$ cat config.mk
export PLATFORM = sky130hd
export DESIGN_NAME = zet_wb_16to8_bridge
export DESIGN_NICKNAME = d
export VERILOG_FILES = /design/src/rtl/zet_wb_bridge_pkg.sv /design/src/rtl/zet_wb_bridge_timer.sv /design/src/rtl/zet_wb_16to8_bridge.sv
export SDC_FILE = /design/constraint.sdc
export NUM_CORES = 1
export LEC_CHECK = 0
export BUFFER_PORTS_ARGS = -buffer_cell sky130_fd_sc_hd__clkbuf_2
export CORE_AREA = 2 2 69 87
export CTS_CLUSTER_SIZE = 20
export DETAILED_ROUTE_END_ITERATION = 12
export DIE_AREA = 0 0 71 89
export PLACE_DENSITY_LB_ADDON = 0.08
export SYNTH_ARGS = -nofsm -noshare
export SYNTH_HDL_FRONTEND = slang
export SYNTH_SLANG_ARGS = --single-unit
$ cat constraint.sdc
create_clock -name wb_clk_i -period 3.16 [get_ports wb_clk_i]
set_input_delay 0.474 -clock wb_clk_i [delete_from_list [all_inputs] [get_ports wb_clk_i]]
set_output_delay 0.474 -clock wb_clk_i [all_outputs]
set_load 0.01 [all_outputs]
$ cat src/rtl/zet_wb_bridge_pkg.sv
// Purpose: shared widths and FSM state encoding for the 16-to-8 Wishbone bridge.
// Latency: n/a (types and constants only).
// Backpressure: n/a.
package zet_wb_bridge_pkg;

  localparam int DAT_W  = 16;  // switch-side data width
  localparam int BYTE_W = 8;   // byte-slave data width
  localparam int SADR_W = 20;  // switch word address [20:1]
  localparam int MADR_W = 21;  // byte-slave address [20:0]

  typedef enum logic [1:0] {
    ST_IDLE = 2'd0,
    ST_LOW  = 2'd1,
    ST_HIGH = 2'd2,
    ST_DONE = 2'd3
  } state_e;

endpackage

$ cat src/rtl/zet_wb_bridge_timer.sv
// Purpose: per-byte-phase wait counter; flags a phase that has waited TIMEOUT_CYCLES cycles.
// Latency: hit_o is combinational from the registered count, high in the last allowed cycle.
// Backpressure: none; the count simply holds at its limit until cleared.
// Exists only when ZET_WB_BRIDGE_TIMEOUT_EN is defined, so the default build has no counter.
`ifdef ZET_WB_BRIDGE_TIMEOUT_EN
module zet_wb_bridge_timer #(
  parameter int unsigned TIMEOUT_CYCLES = 255
) (
  input  logic clk_i,
  input  logic rst_i,
  input  logic clr_i,  // phase is being entered this cycle
  input  logic run_i,  // FSM is in a byte phase
  output logic hit_o
);

  localparam int W = (TIMEOUT_CYCLES > 1) ? $clog2(TIMEOUT_CYCLES) : 1;
  localparam logic [W-1:0] LAST = W'(TIMEOUT_CYCLES - 1);

  logic [W-1:0] cnt_q, cnt_d;

  assign hit_o = run_i & (cnt_q == LAST);

  // Next count: restart on phase entry, otherwise advance until the limit is reached.
  always_comb begin
    cnt_d = cnt_q;
    if (clr_i) begin
      cnt_d = '0;
    end else if (run_i && !hit_o) begin
      cnt_d = cnt_q + 1'b1;
    end
  end

  // Count register.
  always_ff @(posedge clk_i or posedge rst_i) begin
    if (rst_i) begin
      cnt_q <= '0;
    end else begin
      cnt_q <= cnt_d;
    end
  end

endmodule
`endif

$ cat src/rtl/zet_wb_16to8_bridge.sv
// Purpose: splits a 16-bit Wishbone slave access into one or two 8-bit master accesses.
// Latency: ack 3 cycles (word), 2 (byte), 1 (sel=00) after request with a zero-wait slave.
// Backpressure: waits on wbm_ack_i per byte; ZET_WB_BRIDGE_TIMEOUT_EN adds a per-byte timeout.
module zet_wb_16to8_bridge
  import zet_wb_bridge_pkg::*;
#(
  parameter int unsigned TIMEOUT_CYCLES = 255
) (
  input  logic              wb_clk_i,
  input  logic              wb_rst_i,
  input  logic [DAT_W-1:0]  wbs_dat_i,
  output logic [DAT_W-1:0]  wbs_dat_o,
  input  logic [SADR_W:1]   wbs_adr_i,
  input  logic [1:0]        wbs_sel_i,
  input  logic              wbs_we_i,
  input  logic              wbs_cyc_i,
  input  logic              wbs_stb_i,
  output logic              wbs_ack_o,
  output logic [BYTE_W-1:0] wbm_dat_o,
  input  logic [BYTE_W-1:0] wbm_dat_i,
  output logic [MADR_W-1:0] wbm_adr_o,
  output logic              wbm_we_o,
  output logic              wbm_cyc_o,
  output logic              wbm_stb_o,
  input  logic              wbm_ack_i
);

  state_e              state_q, state_d;
  logic [BYTE_W-1:0]   whi_q, whi_d;    // latched high write byte
  logic                hi_q, hi_d;      // latched sel[1]: a high phase follows the low one
  logic [DAT_W-1:0]    rdat_q, rdat_d;
  logic                ack_q, ack_d;
  logic [BYTE_W-1:0]   mdat_q, mdat_d;
  logic [MADR_W-1:0]   madr_q, madr_d;
  logic                mwe_q, mwe_d;
  logic                mcyc_q, mcyc_d;

  logic                tmo_hit;
  logic                phase_end;
  logic [BYTE_W-1:0]   lane_dat;

`ifdef ZET_WB_BRIDGE_TIMEOUT_EN
  logic tmo_run, tmo_clr;

  assign tmo_run = (state_q == ST_LOW) || (state_q == ST_HIGH);
  assign tmo_clr = ((state_d == ST_LOW)  && (state_q != ST_LOW)) ||
                   ((state_d == ST_HIGH) && (state_q != ST_HIGH));

  zet_wb_bridge_timer #(
    .TIMEOUT_CYCLES(TIMEOUT_CYCLES)
  ) u_timer (
    .clk_i(wb_clk_i),
    .rst_i(wb_rst_i),
    .clr_i(tmo_clr),
    .run_i(tmo_run),
    .hit_o(tmo_hit)
  );
`else
  assign tmo_hit = 1'b0;
  // TIMEOUT_CYCLES only matters in the timeout build; zero would be meaningless there.
  if (TIMEOUT_CYCLES == 0) begin : g_tmo_param_unused
  end
`endif

  // A real ack wins over a same-cycle timeout; a timed-out lane reads all ones.
  assign phase_end = wbm_ack_i | tmo_hit;
  assign lane_dat  = wbm_ack_i ? wbm_dat_i : 8'hFF;

  assign wbs_dat_o = rdat_q;
  assign wbs_ack_o = ack_q;
  assign wbm_dat_o = mdat_q;
  assign wbm_adr_o = madr_q;
  assign wbm_we_o  = mwe_q;
  assign wbm_cyc_o = mcyc_q;
  assign wbm_stb_o = mcyc_q;

  // Next-state and next-output decode for the IDLE/LOW/HIGH/DONE sequencer.
  always_comb begin
    state_d = state_q;
    whi_d   = whi_q;
    hi_d    = hi_q;
    rdat_d  = rdat_q;
    ack_d   = 1'b0;
    mdat_d  = mdat_q;
    madr_d  = madr_q;
    mwe_d   = mwe_q;
    mcyc_d  = mcyc_q;

    case (state_q)
      ST_IDLE: begin
        if (wbs_cyc_i && wbs_stb_i) begin
          whi_d  = wbs_dat_i[15:8];
          hi_d   = wbs_sel_i[1];
          rdat_d = '0;  // unselected lanes read back as zero
          if (wbs_sel_i[0]) begin
            state_d = ST_LOW;
            madr_d  = {wbs_adr_i, 1'b0};
            mdat_d  = wbs_dat_i[7:0];
            mwe_d   = wbs_we_i;
            mcyc_d  = 1'b1;
          end else if (wbs_sel_i[1]) begin
            state_d = ST_HIGH;
            madr_d  = {wbs_adr_i, 1'b1};
            mdat_d  = wbs_dat_i[15:8];
            mwe_d   = wbs_we_i;
            mcyc_d  = 1'b1;
          end else begin
            state_d = ST_DONE;
            ack_d   = 1'b1;
          end
        end
      end

      ST_LOW: begin
        if (!wbs_cyc_i) begin
          state_d = ST_IDLE;
          mcyc_d  = 1'b0;
          mwe_d   = 1'b0;
        end else if (phase_end) begin
          rdat_d[7:0] = lane_dat;
          if (hi_q) begin
            state_d = ST_HIGH;
            madr_d  = {madr_q[MADR_W-1:1], 1'b1};
            mdat_d  = whi_q;
          end else begin
            state_d = ST_DONE;
            ack_d   = 1'b1;
            mcyc_d  = 1'b0;
            mwe_d   = 1'b0;
          end
        end
      end

      ST_HIGH: begin
        if (!wbs_cyc_i) begin
          state_d = ST_IDLE;
          mcyc_d  = 1'b0;
          mwe_d   = 1'b0;
        end else if (phase_end) begin
          rdat_d[15:8] = lane_dat;
          state_d      = ST_DONE;
          ack_d        = 1'b1;
          mcyc_d       = 1'b0;
          mwe_d        = 1'b0;
        end
      end

      // One-cycle ack; the master drops stb after seeing it, so no new request is taken here.
      ST_DONE: begin
        state_d = ST_IDLE;
      end

      default: begin
        state_d = ST_IDLE;
        mcyc_d  = 1'b0;
        mwe_d   = 1'b0;
      end
    endcase
  end

  // State and registered outputs; reset aborts any transfer with everything at zero.
  always_ff @(posedge wb_clk_i or posedge wb_rst_i) begin
    if (wb_rst_i) begin
      state_q <= ST_IDLE;
      whi_q   <= '0;
      hi_q    <= 1'b0;
      rdat_q  <= '0;
      ack_q   <= 1'b0;
      mdat_q  <= '0;
      madr_q  <= '0;
      mwe_q   <= 1'b0;
      mcyc_q  <= 1'b0;
    end else begin
      state_q <= state_d;
      whi_q   <= whi_d;
      hi_q    <= hi_d;
      rdat_q  <= rdat_d;
      ack_q   <= ack_d;
      mdat_q  <= mdat_d;
      madr_q  <= madr_d;
      mwe_q   <= mwe_d;
      mcyc_q  <= mcyc_d;
    end
  end

endmodule

# After elaboration in Yosys (flattened, before gate mapping)
# Cells that the tools add are included.
op_classes:
  add_sub_neg: 0
  mul: 0
  div: 0
  order_cmp: 0
  eq_ne: 13
  shifts: 0
  n_mux: 50
  bitwise_logic: 1
  n_reduce_logical: 13
op_table:
  columns: ["operator", "n"]
  rows:
  - ["8-bit two-way mux", 8]
  - ["21-bit two-way mux", 3]
  - ["8-bit case mux with 2 select lines", 3]
  - ["21-bit case mux with 2 select lines", 1]
  - ["1-bit two-way mux", 24]
  - ["16-bit two-way mux", 1]
  - ["2-bit two-way mux", 6]
  - ["2-bit inequality test, second input constant", 6]
  - ["3-bit inequality test, second input constant", 4]
  - ["4-bit AND reduction", 3]
  - ["6-bit AND reduction", 2]
  - ["1-bit case mux with 3 select lines", 3]
  - ["2-bit case mux with 4 select lines", 1]
  - ["2-bit nonzero test", 3]
  - ["2-bit == test, second input constant", 2]
  - ["3-bit AND reduction", 1]
  - ["3-bit nonzero test", 1]
  - ["2-bit by 1-bit == test with 1-bit output, second input constant", 1]
  - ["2-bit zero test", 1]
  - ["2-bit AND reduction", 1]
  - ["1-bit logical AND", 1]
  - ["1-bit NOT", 1]
totals:
  register_bits: 59
  latchBits: 0
  ram_bits: 0
  rom_bits: 0
  inputBits: 52
  wordCells: 88
  memories: 0

# Logic depth before layout (Yosys ltp)
# Gate-level depths: netlist of the first run.
depth:
  word_depth: 4
  mapped_depth: 8
  ltp_nobuf: 6

# Worst setup path after synthesis of the first run
# No wires, ideal clock.
synth_path:
  path_type: "register to register"
  start: "register state_q[1]"
  end: "register mdat_q[0] (netlist: wbm_dat_o[0])"
  setup_ns: 0.125
  arrival_ns: 1.827
  t_required_ns: 3.035
  slack_ns: 1.208
  stages_incl_launch_ff: 8
  n_path_buf: 1
  synth_period_minus_slack_ns: 1.952
  cell_sequence: "dfrtp_1 > inv_1 > ha_1 > nand2b_1 > o2111ai_4 > or3_1 > buf_6 > mux2_4"
synth_via:
  elab_chain_cells: 3
  elab_cells_between_ends: 10
synth_rtl:
  columns: ["item", "line_no", "rtl"]
  rows:
  - ["from (decl)", "zet_wb_16to8_bridge.sv:28", "state_e state_q, state_d;"]
  - ["from (signal assigned)", "zet_wb_16to8_bridge.sv:174", "state_q <= state_d;"]
  - ["2-bit by 1-bit == test with 1-bit output or 2-bit zero test (tied branches)", "zet_wb_16to8_bridge.sv:89", "case (state_q)"]
  - ["2-bit inequality test (no source line), or another cell as far along", null, null]
  - ["6-bit AND reduction (no source line)", null, null]
  - ["to (signal assigned)", "zet_wb_16to8_bridge.sv:179", "mdat_q <= mdat_d;"]
  - ["to (decl)", "zet_wb_16to8_bridge.sv:33", "logic [BYTE_W-1:0] mdat_q, mdat_d;"]
# Parallel ways exist; a longest one is shown, timed or not.
# A chain may end at the register's enable or synchronous reset.

# Final worst setup path of the first run
layout_path:
  start: "register state_q[1]"
  end: "register mdat_q[5] (netlist: wbm_dat_o[5])"
# The elaborated chain is that of the path after synthesis.

==> results of run 1 <==
-- through the flow --
step	setup slack [ps]	power, mW
2_1_floorplan	1210	2.26
3_3_place_gp	789	2.71
3_5_place_dp	735	2.75
4_1_cts	733	3.47
5_1_grt	564	3.71
6_report	736	3.43
-- per-layer routing --
| metal | routed length, um | vias up | global-route usage, % |
|---|---|---|---|
| met5 | 0 | - | 0 |
| met4 | 49 | 0 | 8.06 |
| met3 | 360 | 6 | 6.43 |
| met2 | 2930 | 66 | 33.0 |
| met1 | 2650 | 1046 | 27.1 |
| li1 | - | 1105 | - |
-- layout make-up --
| type | count | area [um^2] | area share [%] |
|---|---|---|---|
| Sequential cell | 59 | 1480 | 41.4 |
| Multi-Input combinational cell | 184 | 1240 | 34.8 |
| Timing Repair Buffer | 105 | 538 | 15.1 |
| Clock buffer | 15 | 176 | 4.95 |
| Tap cell | 64 | 80.1 | 2.25 |
| Clock inverter | 1 | 30.0 | 0.843 |
| Inverter | 6 | 22.5 | 0.632 |
-- cell usage in the layout (no fill, tap or decap), types with 8 or more instances in the layout --
cell,n
mux2_2,10
nand2_1,52
a22o_1,8
dfrtp_1,59
nand2b_1,22
mux2_4,8
o21ai_0,39
clkbuf_2,100
clkbuf_8,12
mux2i_1,11
-- flip-flops by register name (all words and copies together) (netlist names) --
signal / cells
state_q: 2
hi_q: 1
wbs_dat_o: 16
wbm_dat_o: 8
wbm_cyc_o: 1
whi_q: 8
wbm_we_o: 1
wbs_ack_o: 1
wbm_adr_o: 21
-- worst paths after layout --
path / startpoint / end / slack [ps] / depth (start not counted)
worst max-delay path: state_q[1]$_DFFE_PP0P_ / wbm_dat_o[5]$_DFFE_PP0P_ / 740 / 7
worst min-delay path: wb_rst_i / wbs_dat_o[1]$_DFFE_PP0P_ / 130 / 2
worst max register to register: state_q[1]$_DFFE_PP0P_ / wbm_dat_o[5]$_DFFE_PP0P_ / 740 / 7
worst min register to register: wbm_adr_o[15]$_DFFE_PP0P_ / wbm_adr_o[15]$_DFFE_PP0P_ / 480 / 2
max in group asynchronous: wb_rst_i / hi_q$_DFFE_PP0P_ / 2190 / 3
min in group wb_clk_i: wbs_adr_i[10] / wbm_adr_o[10]$_DFFE_PP0P_ / 380 / 3
-- where the power goes --
part | internal, mW | switching (mW) | leakage, nW
Combinational | 0.674 | 0.764 | 0.994
Clock | 0.430 | 0.278 | 0.104
Sequential | 1.10 | 0.190 | 0.749
Total | 2.20 | 1.23 | 1.85
-- cell families (layout without fill, tap and decap cells) --
family | Yosys count | count (layout)
flops | 59 | 59
simple gates | 87 | 87
compound gates | 62 | 62
buf+inv | 23 | 127
fa+ha+maj | 6 | 6
mux | 29 | 29
==> flow_metrics.py, run 1 <==
metrics = {
    "outcome": {
        "status": "complete, no violations",
    },
    "power_and_ir_drop": {
        "p_per_area_mw_per_mm2": 964,
        "cellLeakagePower_nw": 1.85,
        "peakVddDrop_v": 0.000585,
    },
    "synthesis": {
        "synthAdderAreaFrac_pct": 2.67,
        "synthTopCellsByCount": "dfrtp_1, nand2_1, o21ai_0, nand2b_1, clkbuf_1",
        "synth-compound-area-share_pct": 14.2,
        "synth_top_family_by_area": "simple AND/OR/NAND/NOR gates",
        "seq_area_frac_synth_pct": 52.5,
        "syn_nets": 324,
        "async_reset_ff_share_pct": 100,
        "ys_seq_elements": 59,
        "synthCells": 266,
        "syn_avg_cell_area_um2": 10.6,
        "synth_edf_count": 0,
        "synthSimpleGateAreaFrac_pct": 14.8,
        "synth.area.mux_share_pct": 12.2,
        "syn_area_mm2": 0.00281,
        "netlist-cell-type-count": 32,
        "synth_most_common_cell": "dfrtp_1",
        "yosys.area.top_type_share_pct": 52.5,
        "synth_warnings": 0,
        "synth_ff_type": "dfrtp_1",
        "synth_largest_area_cell": "dfrtp_1",
        "synth_xor_area_share_pct": 0,
        "synth_area_leaders": "dfrtp_1, o21ai_0, nand2_1",
    },
    "global_routing": {
        "grt_pass1_vias": 2106,
        "antenna_found_initial": 0,
        "grt_use_total_pct": 20.8,
        "grt_overflow_total": 0,
        "grt_pass1_wl_mm": 10.1,
        "grt_max_degree": 41,
    },
    "setup_path": {
        "path_cells": "inv_1, ha_1, buf_4, nand2b_1, o2111ai_4, or3_1, mux2_4",
        "worst_setup_path_start_kind": "register",
        "end_kind": "register",
        "max_stage_delay_ps": 680,
        "crit_type": "reg -> reg",
        "critPathBufInv": 2,
        "cp.required_ps": 3370,
        "crit_fanout": 20,
        "cp.arrival_ps": 2640,
        "path_delay_family": "simple AND/OR/NAND/NOR gates",
        "crit_slowest_cell": "or3_1",
    },
    "floorplan": {
        "core-area_mm2": 0.00544,
        "pin_count": 101,
        "die_area_mm2": 0.00632,
        "fp.dieW_um": 71,
        "row_count": 30,
        "dieHeight_um": 89,
        "start_util_pct": 51.7,
    },
    "layout": {
        "fin_area_mm2": 0.00356,
        "utilization_pct": 65.4,
        "antenna_cells": 0,
        "instances_no_fill": 434,
        "nets": 423,
        "fillers": 457,
        "layout-drive-gt1-share_pct": 38.1,
        "syn_to_final_growth_pct": 26.6,
    },
    "placed_design": {
        "gp_congestion": 0.799,
        "io_buffers": 100,
        "place_inst": 418,
        "dp_hpwl_mm": 4.30,
        "place_area_mm2": 0.00336,
    },
    "sta": {
        "grt_setup_unrepaired": "false",
        "fin_crit_ps": 2420,
        "slew_headroom_pct": 65.4,
        "finalHoldViolations": 0,
        "drv_slew": 0,
        "fin_crit_sh_pct": 76.7,
        "skew_ps": 6.72,
        "setup_tns_ps": 0,
        "max_freq_ghz": 0.413,
        "worstMarginPinSlew_ps": 519,
        "holdWs_ps": 133,
        "setup_viol": 0,
    },
    "drt": {
        "routedWlPerCell_um": 13.8,
        "drt-total-wl_mm": 6.00,
        "via_count": 2223,
        "ant_nets": 0,
        "viasPerCell": 5.12,
        "first_iter_violations": 135,
        "drc": 0,
        "first_pass_iters": 4,
    },
    "clock_tree": {
        "postCtsSetupRepairBufs": 0,
        "postCtsResizedCells": 0,
        "cts.sinks": 59,
        "clock_latency_ps": 330,
        "cts_buffers": 9,
        "htreeDepth": 3,
        "cts_root_buf": "clkbuf_8",
        "clockBufferDepth": 2,
        "hold_buffers": 0,
        "clkSlewWorstSetupHoldPaths_ps": 60,
        "tritoncts": "yes",
    },
    "run": {
        "drv_cap": 0,
    },
    "worst_hold_path": {
        "hold_class": "in -> async",
    },
}
(Power assumes the default switching activity.)
==> inputs of run 2 (changes only) <==
- ABC_AREA: unset -> 1
- CORE_AREA: 2 2 69 87 -> 2 2 72 91
- DIE_AREA: 0 0 71 89 -> 0 0 74 93
- clock period: 3.16 -> 2.49 ns (I/O delays scaled with it)
==> run 2 against run 1 <==
Register-to-register slack worse by 200 ps. Clock power up 21%. Routed wire length up 16%. Hold slack worse by 9.6 ps. Design area up 2.3%. Via count up 19%. Setup slack worse by 200 ps. Sequential power up 20%. Utilization down 5.2 points. Total power up 27%. Global-route usage up 0.74 points. Largest cell class unchanged. Highest routed layer unchanged.
==> flow_metrics.py, run 2 <==
metrics = {
    "outcome": {
        "status": "complete, no violations",
    },
    "drt": {
        "viasPerCell": 4.90,
        "first_iter_violations": 144,
        "via_count": 2641,
        "drc": 0,
        "routedWlPerCell_um": 12.9,
        "first_pass_iters": 4,
        "ant_nets": 0,
        "drt-total-wl_mm": 6.97,
    },
    "clock_tree": {
        "clkSlewWorstSetupHoldPaths_ps": 60,
        "clockBufferDepth": 2,
        "htreeDepth": 3,
        "cts_root_buf": "clkbuf_8",
        "cts_buffers": 9,
        "hold_buffers": 0,
        "postCtsResizedCells": 0,
        "tritoncts": "yes",
        "postCtsSetupRepairBufs": 0,
        "clock_latency_ps": 320,
        "cts.sinks": 59,
    },
    "global_routing": {
        "antenna_found_initial": 0,
        "grt_use_total_pct": 21.6,
        "grt_pass1_vias": 2396,
        "grt_overflow_total": 0,
        "grt_pass1_wl_mm": 11.3,
        "grt_max_degree": 31,
    },
    "floorplan": {
        "dieHeight_um": 93,
        "row_count": 32,
        "pin_count": 101,
        "core-area_mm2": 0.00605,
        "die_area_mm2": 0.00688,
        "start_util_pct": 48.0,
        "fp.dieW_um": 74,
    },
    "setup_path": {
        "max_stage_delay_ps": 410,
        "end_kind": "register",
        "cp.required_ps": 2750,
        "path_cells": "inv_1, ha_1, inv_2, nand2_1, nand2_2, nand2_4, nor2_4, nand2_1, nand2_1",
        "reg2reg_slack_ps": 530,
        "crit_fanout": 26,
        "crit_type": "reg -> reg",
        "worst_setup_path_start_kind": "register",
        "path_delay_family": "simple AND/OR/NAND/NOR gates",
        "critPathBufInv": 2,
        "cp.arrival_ps": 2220,
        "crit_slowest_cell": "dfrtp_1",
        "cpMostUsedCell": "nand2_1",
    },
    "synthesis": {
        "yosys.area.top_type_share_pct": 50.9,
        "synth_warnings": 0,
        "async_reset_ff_share_pct": 100,
        "ys_seq_elements": 59,
        "synthTopCellsByCount": "nand2_1, dfrtp_1, nand3_1, o21ai_1, nor2_1",
        "syn_avg_cell_area_um2": 8.24,
        "synth_area_leaders": "dfrtp_1, nand2_1, nand3_1",
        "syn_area_mm2": 0.00290,
        "seq_area_frac_synth_pct": 50.9,
        "synth_ff_type": "dfrtp_1",
        "syn_nets": 410,
        "synth_most_common_cell": "nand2_1",
        "synth_edf_count": 0,
        "synth_largest_area_cell": "dfrtp_1",
        "synthCells": 352,
        "netlist-cell-type-count": 27,
    },
    "placed_design": {
        "gp_congestion": 0.887,
        "io_buffers": 100,
        "place_inst": 524,
        "dp_hpwl_mm": 5.12,
    },
    "sta": {
        "drv_slew": 0,
        "worstMarginPinSlew_ps": 656,
        "fin_crit_ps": 1960,
        "finalHoldViolations": 0,
        "skew_ps": 3.20,
        "setup_tns_ps": 0,
        "max_freq_ghz": 0.511,
        "grt_setup_unrepaired": "false",
        "setup_viol": 0,
        "fin_crit_sh_pct": 78.6,
        "holdWs_ps": 124,
        "slew_headroom_pct": 56.2,
    },
    "layout": {
        "most-common-layout-cells": "nand2_1, clkbuf_2, dfrtp_1",
        "nets": 508,
        "antenna_cells": 0,
        "instances_no_fill": 539,
        "layout_commonest_cell": "nand2_1",
        "largest_register_ffs": 21,
        "fillers": 535,
        "layout-drive-gt1-share_pct": 30.6,
        "utilization_pct": 60.3,
        "syn_to_final_growth_pct": 25.6,
    },
    "power_and_ir_drop": {
        "peakVddDrop_v": 0.000650,
        "cellLeakagePower_nw": 2.03,
        "p_per_area_mw_per_mm2": 1200,
    },
    "run": {
        "drv_cap": 0,
    },
    "worst_hold_path": {
        "hold_class": "in -> async",
    },
}
==> run 2: path summary, 6_finish.rpt <==
| path | startpoint | endpoint | cells past startpoint |
|---|---|---|---|
| max in group asynchronous | wb_rst_i | wbm_dat_o[5]$_DFFE_PP0P_ | 3 |
| min in group wb_clk_i | wbs_adr_i[12] | wbm_adr_o[12]$_DFFE_PP0P_ | 3 |
| min reg2reg | wbs_dat_o[14]$_DFFE_PP0P_ | wbs_dat_o[14]$_DFFE_PP0P_ | 2 |
| min | wb_rst_i | wbm_adr_o[3]$_DFFE_PP0P_ | 2 |
| max reg2reg | state_q[1]$_DFFE_PP0P_ | wbm_dat_o[7]$_DFFE_PP0P_ | 9 |
| max | state_q[1]$_DFFE_PP0P_ | wbm_dat_o[7]$_DFFE_PP0P_ | 9 |
==> run 2: final cells by class <==
class	count	area [um^2]	area share (%)
clock buffer	13	159	4.36
clock inverter	2	35.0	0.962
inverter	14	53.8	1.48
multi-input combinational	259	1250	34.2
sequential	59	1480	40.5
tap	85	106	2.92
timing repair buffer	107	566	15.5
==> run 2: power by group <==
group | leakage (nW) | switching [mW] | internal [mW] | total, mW
clock network | 0.0995 | 0.346 | 0.511 | 0.856
registers | 0.759 | 0.211 | 1.34 | 1.55
logic | 1.17 | 1.26 | 0.690 | 1.95
total | 2.03 | 1.82 | 2.54 | 4.36
==> run 2: stage by stage <==
stage | worst slack (ps) | total power, mW | area [um^2]
finish | 532 | 4.36 | 3640
global route | 307 | 4.74 | 3640
CTS | 536 | 4.40 | 3640
detailed placement | 542 | 3.53 | 3450
global placement | 616 | 3.49 | 3450
floorplan | 660 | 2.94 | 2900
==> run 2: cells by family after synthesis <==
logic type / Yosys count / synth area share [%]
AOI/OAI and AO/OA: 53 / 10.4
adders and majority gates: 6 / 2.59
buffers and inverters: 34 / 6.12
DFF: 59 / 50.9
and+or+nand+nor: 200 / 30.0
==> run 2: per-layer routing <==
metal  track usage (%)  part of all wire, %
met1              28.6                   45
met2              33.2                   46
met3              4.31                  5.9
met4              10.8                  2.5
met5                 0                    0
==> inputs of run 3 (changes only) <==
- CORE_AREA: 2 2 72 91 -> 2 2 75 95
- DIE_AREA: 0 0 74 93 -> 0 0 77 97
- clock period: 2.49 -> 1.6 ns (I/O delays scaled with it)
==> run 3 against run 2 <==
Largest cell class unchanged. Critical path type unchanged. Combinational power grew 71%. Non-clock buffer count grew 10. Register-to-register slack lost 410 ps. Routed wire length grew 3.3%. Critical endpoint is now wbm_dat_o[3]$_DFFE_PP0P_. Highest routed layer unchanged. Count of clock-buffer cells in the layout shrank 2. Flip-flop and latch count is the same. Critical path depth shrank 1. Via count grew 3.7%.
==> flow_metrics.py, run 3 (same netlist as run 2, synthesis figures left out) <==
metrics = {
    "power_and_ir_drop": {
        "power.switching_mw": 2.95,
        "combPwrFrac_pct": 47.2,
        "peakVddDrop_v": 0.000960,
        "total_power_mw": 7.07,
        "p_per_area_mw_per_mm2": 1870,
        "cellLeakagePower_nw": 2.07,
        "p_sw_share_pct": 41.7,
        "p_int_mw": 4.12,
        "seqPwrFrac_pct": 34.3,
        "clockPowerShare_pct": 18.5,
    },
    "drt": {
        "drt-total-wl_mm": 7.20,
        "routedWlPerCell_um": 13.1,
        "via_count": 2739,
        "first_iter_violations": 119,
        "first_pass_iters": 4,
        "viasPerCell": 4.97,
        "drc": 0,
        "ant_nets": 0,
    },
    "setup_path": {
        "cp.required_ps": 1830,
        "crit_type": "reg -> reg",
        "cp.arrival_ps": 1710,
        "end_kind": "register",
        "crit_fanout": 11,
        "worst_setup_path_start_kind": "register",
        "max_stage_delay_ps": 380,
        "path_cells": "inv_1, ha_4, buf_4, nand2_1, nand2_2, nor2_2, nand2_1, nand2_1",
        "rr_worst_depth": 8,
        "cpMostUsedCell": "nand2_1",
        "crit_slowest_cell": "dfrtp_1",
    },
    "layout": {
        "nets": 519,
        "layout_commonest_cell": "nand2_1",
        "antenna_cells": 0,
        "syn_to_final_growth_pct": 30.0,
        "most-common-layout-cells": "nand2_1, clkbuf_2, dfrtp_1",
        "layout-drive-gt1-share_pct": 33.4,
        "largest_register_ffs": 21,
        "fillers": 661,
        "fin_area_mm2": 0.00377,
    },
    "sta": {
        "fin_crit_ps": 1480,
        "holdWs_ps": 121,
        "fin_crit_sh_pct": 92.5,
        "setup_tns_ps": 0,
        "setup_viol": 0,
        "drv_slew": 0,
        "finalHoldViolations": 0,
        "max_freq_ghz": 0.676,
        "worstMarginPinSlew_ps": 323,
        "grt_setup_unrepaired": "false",
        "slew_headroom_pct": 78.5,
        "skew_ps": 10.1,
    },
    "worst_hold_path": {
        "min_path_cells": 3,
        "hold_class": "in -> reg",
    },
    "floorplan": {
        "row_count": 33,
        "fp.dieW_um": 77,
        "pin_count": 101,
        "dieHeight_um": 97,
        "core-area_mm2": 0.00652,
        "die_area_mm2": 0.00747,
        "start_util_pct": 44.5,
    },
    "global_routing": {
        "grt_overflow_total": 0,
        "met2_usage_pct": 32.5,
        "met1_usage_pct": 25.8,
        "grt_pass1_vias": 2578,
        "grt_pass1_wl_mm": 12.1,
        "grt_use_total_pct": 20.3,
        "top_usage_layer": "met2",
        "use_met3_pct": 4.94,
        "grt_max_degree": 60,
        "antenna_found_initial": 0,
    },
    "placed_design": {
        "place_area_mm2": 0.00354,
        "gp_congestion": 0.857,
        "io_buffers": 100,
        "dp_hpwl_mm": 5.20,
    },
    "clock_tree": {
        "cts_root_buf": "clkbuf_8",
        "cts.sinks": 59,
        "clkSlewWorstSetupHoldPaths_ps": 70,
        "tritoncts": "yes",
        "postCtsSetupRepairBufs": 0,
        "clock_latency_ps": 340,
        "cts_buffers": 9,
        "htreeDepth": 3,
        "clockBufferDepth": 2,
    },
    "outcome": {
        "status": "complete, no violations",
    },
    "run": {
        "drv_cap": 0,
    },
}
## run 3: area by class of cell
| type | count | area, um^2 | share of cell area [%] |
|---|---|---|---|
| Clock inverter | 3 | 40.0 | 1.06 |
| Timing Repair Buffer | 117 | 663 | 17.6 |
| Sequential cell | 59 | 1480 | 39.2 |
| Tap cell | 87 | 109 | 2.89 |
| Multi-Input combinational cell | 260 | 1280 | 34.0 |
| Inverter | 14 | 57.6 | 1.53 |
| Clock buffer | 11 | 141 | 3.75 |
## run 3: worst paths after layout
kind	start	to	slack (ps)
worst min register to register	wbs_dat_o[14]$_DFFE_PP0P_	wbs_dat_o[14]$_DFFE_PP0P_	470
worst max-delay path	state_q[1]$_DFFE_PP0P_	wbm_dat_o[3]$_DFFE_PP0P_	120
max in group asynchronous	wb_rst_i	state_q[0]$_DFFE_PP0P_	810
worst max register to register	state_q[1]$_DFFE_PP0P_	wbm_dat_o[3]$_DFFE_PP0P_	120
min in group asynchronous	wb_rst_i	wbm_adr_o[5]$_DFFE_PP0P_	510
worst min-delay path	wbs_adr_i[16]	wbm_adr_o[16]$_DFFE_PP0P_	120
## run 3: through the flow
stage                     cells  setup WS, ps  utilization [%]
after floorplan             352           157                -
after global placement      535          73.1             54.2
after detailed placement    535          5.90             54.2
after CTS                   550          11.7             57.2
after global routing        551          6.04             57.8
final                       551           120             57.8
## run 3: worst max-delay path: cells and delay by family, from the launching register on
kind	cells	cell delay [ps]
adders and majority gates	1	180
buffers and inverters	2	280
DFF	1	380
and+or+nand+nor	5	510
## run 3: repair_timing
item,in CTS,in global routing
endpoints found under the hold margin,59,0
hold buffers,1,0
gates cloned,0,1
gates resized for setup,1,10
pin swaps,0,1
endpoints found under the setup margin,8,47
## run 3: power groups by stage
stage | clock, mW | sequential (mW) | combinational, mW
floorplan | 0 | 2.62 | 1.96
global placement | 0 | 2.43 | 3.20
detailed placement | 0 | 2.44 | 3.25
CTS | 1.35 | 2.42 | 3.27
global route | 1.41 | 2.50 | 3.74
finish | 1.31 | 2.42 | 3.34
## run 3: per-layer routing
| metal | share of wire (%) | routed length (um) |
|---|---|---|
| met4 | 2.7 | 196 |
| met3 | 5.1 | 367 |
| met5 | 0 | 0 |
| met2 | 48 | 3440 |
| met1 | 44 | 3200 |
